### config.mk
export PLATFORM = sky130hd
export DESIGN_NAME = reg_array_fifo_buf
export DESIGN_NICKNAME = d
export VERILOG_FILES = /design/src/rtl/reg_array_fifo_buf.sv
export SDC_FILE = /design/constraint.sdc
export NUM_CORES = 1
export LEC_CHECK = 0
export BUFFER_PORTS_ARGS = -buffer_cell sky130_fd_sc_hd__buf_2
export CAP_MARGIN = 40
export CORE_AREA = 5 5 310 312
export DETAILED_ROUTE_END_ITERATION = 16
export DIE_AREA = 0 0 315 317
export SYNTH_ARGS = -nofsm -noshare
export SYNTH_HDL_FRONTEND = slang
export SYNTH_SLANG_ARGS = --single-unit
### constraint.sdc
create_clock -name SYS_CLK -period 5.8 [get_ports SYS_CLK]
set_input_delay 0.58 -clock SYS_CLK [delete_from_list [all_inputs] [get_ports SYS_CLK]]
set_output_delay 0.58 -clock SYS_CLK [all_outputs]
set_load 0.02 [all_outputs]
### src/rtl/reg_array_fifo_buf.sv
// Entry-assembling FIFO: packs NUM_WORDS RDATA words per entry, queues entries
// in a 2**AW circular buffer and presents the head entry to the OPU show-ahead.
module reg_array_fifo_buf #(
  parameter int DW        = 8,
  parameter int MAX_WORDS = 9,
  parameter int AW        = 3,
  parameter int CW        = 4
) (
  input  logic                    SYS_CLK,
  input  logic                    SYS_RST,
  input  logic                    CLR,
  input  logic [CW-1:0]           NUM_WORDS,
  input  logic [DW-1:0]           RDATA,
  input  logic                    RDATA_VLD,
  output logic                    RDATA_RDY,
  output logic [DW*MAX_WORDS-1:0] OPU_DATA,
  output logic [CW-1:0]           OPU_NUM,
  output logic                    OPU_VLD,
  input  logic                    OPU_RDY,
  output logic                    FIFO_FULL,
  output logic                    FIFO_EMPTY,
  output logic [AW:0]             FIFO_LEVEL,
  output logic                    CFG_ERR
);

  localparam int DEPTH = 2**AW;
  localparam int LW    = DW*MAX_WORDS;
  localparam logic [CW-1:0] MAXN = CW'(MAX_WORDS);

  typedef enum logic {ASM_IDLE, ASM_FILL} asm_state_t;

  asm_state_t    state, state_nx;
  logic [CW-1:0] cnt, cnt_nx, n_lat, n_lat_nx, n_eff, lane;
  logic [LW-1:0] asm_buf, asm_buf_nx, asm_vec;
  logic          cfg_err, cfg_err_nx;
  logic [AW:0]   wptr, rptr;
  logic [LW-1:0] mem_data [DEPTH];
  logic [CW-1:0] mem_num  [DEPTH];
  logic          full, empty, bad_num, last_word, accept, commit, pop;

  assign bad_num   = (NUM_WORDS == '0) || (NUM_WORDS > MAXN);
  assign empty     = (wptr == rptr);
  assign full      = (wptr[AW] != rptr[AW]) && (wptr[AW-1:0] == rptr[AW-1:0]);
  assign RDATA_RDY = ~CLR & ~(full & last_word);
  assign accept    = RDATA_VLD & RDATA_RDY;
  assign commit    = accept & last_word;
  assign pop       = ~CLR & ~empty & OPU_RDY;

  assign OPU_DATA   = mem_data[rptr[AW-1:0]];
  assign OPU_NUM    = mem_num[rptr[AW-1:0]];
  assign OPU_VLD    = ~empty;
  assign FIFO_FULL  = full;
  assign FIFO_EMPTY = empty;
  assign FIFO_LEVEL = wptr - rptr;
  assign CFG_ERR    = cfg_err;

  always_comb begin
    state_nx   = state;
    cnt_nx     = cnt;
    n_lat_nx   = n_lat;
    cfg_err_nx = cfg_err;
    // The entry length is taken from NUM_WORDS only on the first word.
    n_eff     = (state == ASM_IDLE) ? (bad_num ? MAXN : NUM_WORDS) : n_lat;
    lane      = (state == ASM_IDLE) ? '0 : cnt;
    last_word = ((lane + CW'(1)) == n_eff);
    // Starting from zero on the first word keeps unused lanes cleared.
    asm_vec   = (state == ASM_IDLE) ? '0 : asm_buf;
    for (int unsigned k = 0; k < MAX_WORDS; k++)
      if (lane == CW'(k)) asm_vec[DW*k +: DW] = RDATA;
    asm_buf_nx = accept ? asm_vec : asm_buf;
    if (accept) begin
      n_lat_nx = n_eff;
      if (state == ASM_IDLE && bad_num) cfg_err_nx = 1'b1;
      if (last_word) begin
        state_nx = ASM_IDLE;
        cnt_nx   = '0;
      end else begin
        state_nx = ASM_FILL;
        cnt_nx   = lane + CW'(1);
      end
    end
  end

  always_ff @(posedge SYS_CLK or negedge SYS_RST) begin
    if (!SYS_RST)  state <= ASM_IDLE;
    else if (CLR)  state <= ASM_IDLE;
    else           state <= state_nx;
  end

  always_ff @(posedge SYS_CLK or negedge SYS_RST) begin
    if (!SYS_RST) begin
      cnt     <= '0;
      n_lat   <= '0;
      asm_buf <= '0;
      cfg_err <= 1'b0;
      wptr    <= '0;
      rptr    <= '0;
      for (int unsigned i = 0; i < DEPTH; i++) begin
        mem_data[i] <= '0;
        mem_num[i]  <= '0;
      end
    end else if (CLR) begin
      cnt     <= '0;
      cfg_err <= 1'b0;
      wptr    <= '0;
      rptr    <= '0;
    end else begin
      cnt     <= cnt_nx;
      n_lat   <= n_lat_nx;
      asm_buf <= asm_buf_nx;
      cfg_err <= cfg_err_nx;
      if (commit) begin
        mem_data[wptr[AW-1:0]] <= asm_vec;
        mem_num[wptr[AW-1:0]]  <= n_eff;
        wptr <= wptr + 1'b1;
      end
      if (pop) rptr <= rptr + 1'b1;
    end
  end

endmodule

# Yosys cells after proc, flatten, opt, wreduce, memory -nomap -nowiden
# Cells that the tools add are included.
[classes]
addsub = 4
mul = 0
div_mod_pow = 0
n_lt_le_gt_ge = 4
n_eq_ne = 12
n_shift = 0
muxes = 38
n_bitwise = 12
reduce_logical = 13
[ops]
columns = ["op", "n"]
rows = [
  ["$bwmux W576", 1],
  ["$mux W72", 4],
  ["$bmux W72 S3", 1],
  ["$demux W72 S3", 1],
  ["$mux W8", 9],
  ["$mux W4", 13],
  ["$bwmux W32", 1],
  ["$eq A4 B3 Y1 const B", 4],
  ["$add A4 B1 Y4 const B", 3],
  ["$bmux W4 S3", 1],
  ["$demux W4 S3", 1],
  ["$eq A4 B2 Y1 const B", 2],
  ["$eq A4 B4 Y1", 2],
  ["$ge A4 B4 Y1 const B", 2],
  ["$logic_not A4 Y1", 2],
  ["$not A3 Y4", 2],
  ["$reduce_bool A2 Y1", 4],
  ["$and A1 B1 Y1", 6],
  ["$mux W1", 6],
  ["$reduce_and A2 Y1", 3],
  ["$eq A4 B1 Y1 const B", 1],
  ["$eq A4 B4 Y1 const B", 1],
  ["$gt A4 B4 Y1 const B", 1],
  ["$lt A4 B1 Y1 const B", 1],
  ["other kinds (6)", 11],
]
[totals]
ff_bits = 698
latchBits = 0
mem_bits_rw = 0
romBits = 0
in_bits = 17
output_inout_bits = 85
n_memories = 0

# Depth between registers and ports, before layout
[depth]
depth_word = 12
ltp_mapped = 15
depth_no_buf = 8

# Worst setup path before layout
# No wires, ideal clock.
[synth_timing]
path_type = "register to register"
start = "register state"
end = "register mem_data[319] in the netlist's numbering"
arrival_ps = 3759
required_time_ps = 5675
slack_ps = 1916
stages_incl_launch_ff = 15
cell_sequence = "dfrtp_1 -> buf_2 -> buf_2 -> clkbuf_1 -> clkbuf_1 -> and2_1 -> ha_1 -> xor3_1 -> nand2_1 -> o2111ai_2 -> buf_2 -> nor4_2 -> buf_2 -> buf_4 -> mux2_2"
[synth_via]
elab_chain_cells = 9
[synth_rtl]
columns = ["element", "line", "rtl"]
rows = [
  ["start, declared", "32", "asm_state_t state, state_nx;"],
  ["start signal, assigned", "87", "else state <= state_nx;"],
  ["$mux W4", "64", "lane = (state == ASM_IDLE) ? '0 : cnt;"],
  ["$add A4 B1 Y4", "65", "last_word = ((lane + CW'(1)) == n_eff);"],
  ["$eq A4 B4 Y1", "65", ""],
  ["$and A1 B1 Y1", "44", "assign RDATA_RDY = ~CLR & ~(full & last_word);"],
  ["$not A1 Y1", "44", ""],
  ["$and A1 B1 Y1", "44", ""],
  ["$and A1 B1 Y1", "45", "assign accept = RDATA_VLD & RDATA_RDY;"],
  ["$and A1 B1 Y1", "46", "assign commit = accept & last_word;"],
  ["$reduce_and A2 Y1 (no line)", "--", ""],
  ["end signal, assigned by index", "113", "mem_data[wptr[AW-1:0]] <= asm_vec;"],
  ["end, declared", "37", "logic [LW-1:0] mem_data [DEPTH];"],
]
# Parallel ways exist; a longest one is shown, timed or not.
# A chain may end at the register's enable or synchronous reset.

# Worst setup path after layout
[layout_timing]
start = "register rptr[2]"
end = "register mem_data[492] in the netlist's numbering"
[layout_via]
elab_chain_cells = 8
[layout_rtl]
columns = ["element", "line", "rtl"]
rows = [
  ["start, declared", "36", "logic [AW:0] wptr, rptr;"],
  ["start signal, assigned", "117", "if (pop) rptr <= rptr + 1'b1;"],
  ["$eq A3 B3 Y1", "43", "assign full = (wptr[AW] != rptr[AW]) && (wptr[AW-1:0] == rptr[AW-1:0]);"],
  ["$logic_and A1 B1 Y1", "43", ""],
  ["$and A1 B1 Y1", "44", ""],
  ["$not A1 Y1", "44", ""],
  ["$and A1 B1 Y1", "44", ""],
  ["$and A1 B1 Y1", "45", ""],
  ["$and A1 B1 Y1", "46", ""],
  ["$reduce_and A2 Y1 (no line)", "--", ""],
]
# No other way between the ends.

==> metrics.md <==
| Metric | Value |
|---|---|
| DP Area | `0.03400 mm2` |
| Postcts setup bufs | `0` |
| Reg power frac | `46.7%` |
| Max clock buf depth | `3` |
| I/O Pins | `102` |
| Crit path capture | `mem_data[492]` |
| Worst-skew pair later-pin latency | `0.60 ns` |
| Cell count after synthesis | `2286` |
| R2r setup slk | `1.38 ns` |
| Area grow syn2layout | `13.39%` |
| Via count | `18.89k` |
| CP endpoint kind | `flip-flop` |
| Clock Skew | `0.02676 ns` |
| Vias per cell | `5.174` |
| Async set-or-reset flop fraction in the synthesized netlist | `100.0%` |
| Placed Instances | `3514` |
| Cell Area, Synth | `0.03222 mm2` |
| EDFF count, synth | `0` |
| Initial antenna violation count | `6` |
| Startpoint Class | `flip-flop` |
| WL final | `80400 um` |
| Sequential share of the synthesized area | `54.21%` |
| Min Tclk post-route | `4.425 ns` |
| Non-Filler Instances | `3651` |
| Final Core Density | `39.38%` |
| Sw power | `2540 uW` |
| H-Tree Depth | `3` |
| Dominant synthesized flop cell | `dfrtp_1` |
| HPWL Detailed | `47180 um` |
| Logic pwr share | `8.0%` |
| WL/cell | `22.02 um` |
| First-pass GRT wire length | `126600 um` |
| Synthesized area per cell | `14.09 um2` |
| Int Pwr | `8225 uW` |
| 1st-iter DRT viols | `968` |
| Grt ovf | `0` |
| Final nets | `2364` |
| Remaining antenna violation count | `0` |
| Setup CP Type | `reg -> reg` |
| Synth cell types | `48` |
| Hold crit path type | `in -> async` |
| Final Hold Slack | `0.09116 ns` |
| IO buf count | `101` |
| Max frequency | `226.0 MHz` |
| Yosys reg bits | `698` |
| Core ar. | `0.09277 mm2` |
| Initial Utilization | `34.73%` |
| Final slew viol count | `0` |
| Power Density | `294.7 mW/mm2` |
| YS warnings | `0` |
| Resize count post-CTS | `0` |
| CTS sink count | `698` |
| Residual DRC count | `0` |
| Fin crit share | `76.29%` |
| Chip width | `315 um` |
| CP required | `6.27 ns` |
| Routability cong. | `0.7608` |
| Total CTS buffers | `75` |
| Setup TNS Final | `0 ns` |
| Syn Nets | `2313` |
| Final instance area | `0.03653 mm2` |
| Worst rel slew slack | `26.92%` |
| Leakage power total | `0.01745 uW` |
| Final hold violations | `0` |
| Commonest cells after routing, fill and taps aside | `dfrtp_1, mux2_2, nand2_1, mux4_2, buf_2` |
| Share of layout cells above drive strength 1 | `44.19%` |
| Num rows | `112` |
| Reg2reg path depth | `8` |
| RSZ-0062 raised after global routing | `false` |
| Worst Path Max Fanout | `41` |
| Most common cell after layout, fill and taps aside | `dfrtp_1` |
| Clock Power Share | `45.3%` |
| Overall routing resource usage | `16.25%` |
| Outcome | `completed` |
| Final setup violation count | `0` |
| Full die area | `0.09986 mm2` |
| TritonRoute pass-1 iters | `5` |
| Clock transition at path regs | `0.06 ns` |
| Root buffer cell | `clkbuf_16` |
| Largest net degree at the start of global routing | `157` |
| RR Startpoint | `rptr[2]` |
| Switching Fraction | `23.60%` |
| Reg-to-Reg End | `mem_data[492]` |
| Number of global-route vias before repair | `20.92k` |
| Crit path from | `rptr[2]` |
| Slew at the pin with the worst max-slew slack | `1.096 ns` |
| Worst path arrival time | `4.90 ns` |
| Maximum vdd drop | `0.1886 mV` |
| Hold_buf cts | `0` |
| Die Height | `317 um` |
| Max cap viols | `0` |
| CTS tree | `done` |
cells by family after synthesis:
family	Yosys count	share of synthesized area, %
adders and majority gates	10	0.4116
AOI/OAI and AO/OA	97	1.744
and+or+nand+nor	446	5.837
DFF	698	54.21
muxes	845	34.83
buffers and inverters	180	2.645
xor gates and xnor gates	10	0.3184
worst min path at each step:
stage                                to  slack (ns)  cells past startpoint
after floorplan                 CFG_ERR        0.28                      0
after global placement     mem_data[70]        0.46                      1
after detailed placement   mem_data[53]        0.47                      1
after CTS                 mem_data[345]        0.10                      1
after global routing      mem_data[345]        0.17                      1
final                     mem_data[345]        0.09                      1
critical path: stages, from the launching register on:
cell and delay [ns]:
dfrtp_2 0.64, clkinv_2 0.72, ha_1 0.62, nand3_1 0.09, or2_2 0.19, nand2_1 0.46
nor4_4 0.39, buf_4 0.71, mux2_2 0.42
flip-flops by register name (all words and copies together) (netlist names):
signal and flops:
CFG_ERR 1, mem_num 32, cnt 4, mem_data 576
asm_buf 72, wptr 4, n_lat 4, state 1
rptr 4
per-stage QoR:
stage | setup slack, ns | total power [uW]
floorplan | 1.916 | 5616
global placement | 1.482 | 5954
detailed placement | 1.395 | 5996
CTS | 1.388 | 10920
global route | 1.179 | 11180
finish | 1.375 | 10770
area by class of cell:
type | count | area (um2)
antenna | 3 | 7.507
tap | 1254 | 1569
inverter | 14 | 53.80
multi-input combinational | 1408 | 13940
fill | 8619 | 56240
timing repair buffer | 140 | 952.2
sequential | 698 | 17480
clock buffer | 106 | 2196
clock inverter | 28 | 332.8
power by group through the flow:
stage | Sequential, uW | Combinational [uW] | Clock (uW)
floorplan | 5080 | 537 | 0
global placement | 5100 | 850 | 0
detailed placement | 5110 | 884 | 0
CTS | 5020 | 886 | 5010
global route | 5030 | 944 | 5200
finish | 5020 | 861 | 4880
cells in the mapped netlist (all sizes together), types with 3 or more instances:
cell type | number | area share [%]
dfrtp | 698 | 54
mux2 | 690 | 24
nand2 | 381 | 4.4
mux4 | 152 | 11
buf | 104 | 1.8
o21ai | 75 | 1.2
clkbuf | 62 | 0.72
inv | 13 | 0.15
nor2 | 11 | 0.13
and2 | 10 | 0.19
nor4 | 10 | 0.43
ha | 9 | 0.35
nand3 | 8 | 0.12
nor2b | 7 | 0.14
a21oi | 6 | 0.093
nand2b | 5 | 0.097
or3 | 5 | 0.097
xnor2 | 5 | 0.14
nand4 | 4 | 0.078
o32ai | 4 | 0.11
xor2 | 4 | 0.11
mux2i | 3 | 0.093
o31ai | 3 | 0.11
routing by layer:
layer	GRT usage (%)	vias up	share of wire (%)
met5	0	-	0.0087
met4	4.176	2	2.1
met3	3.200	105	4.6
met2	27.54	308	49
met1	21.61	10200	44
li1	-	8276	-
No activity file was read; power rests on OpenSTA's default activity.
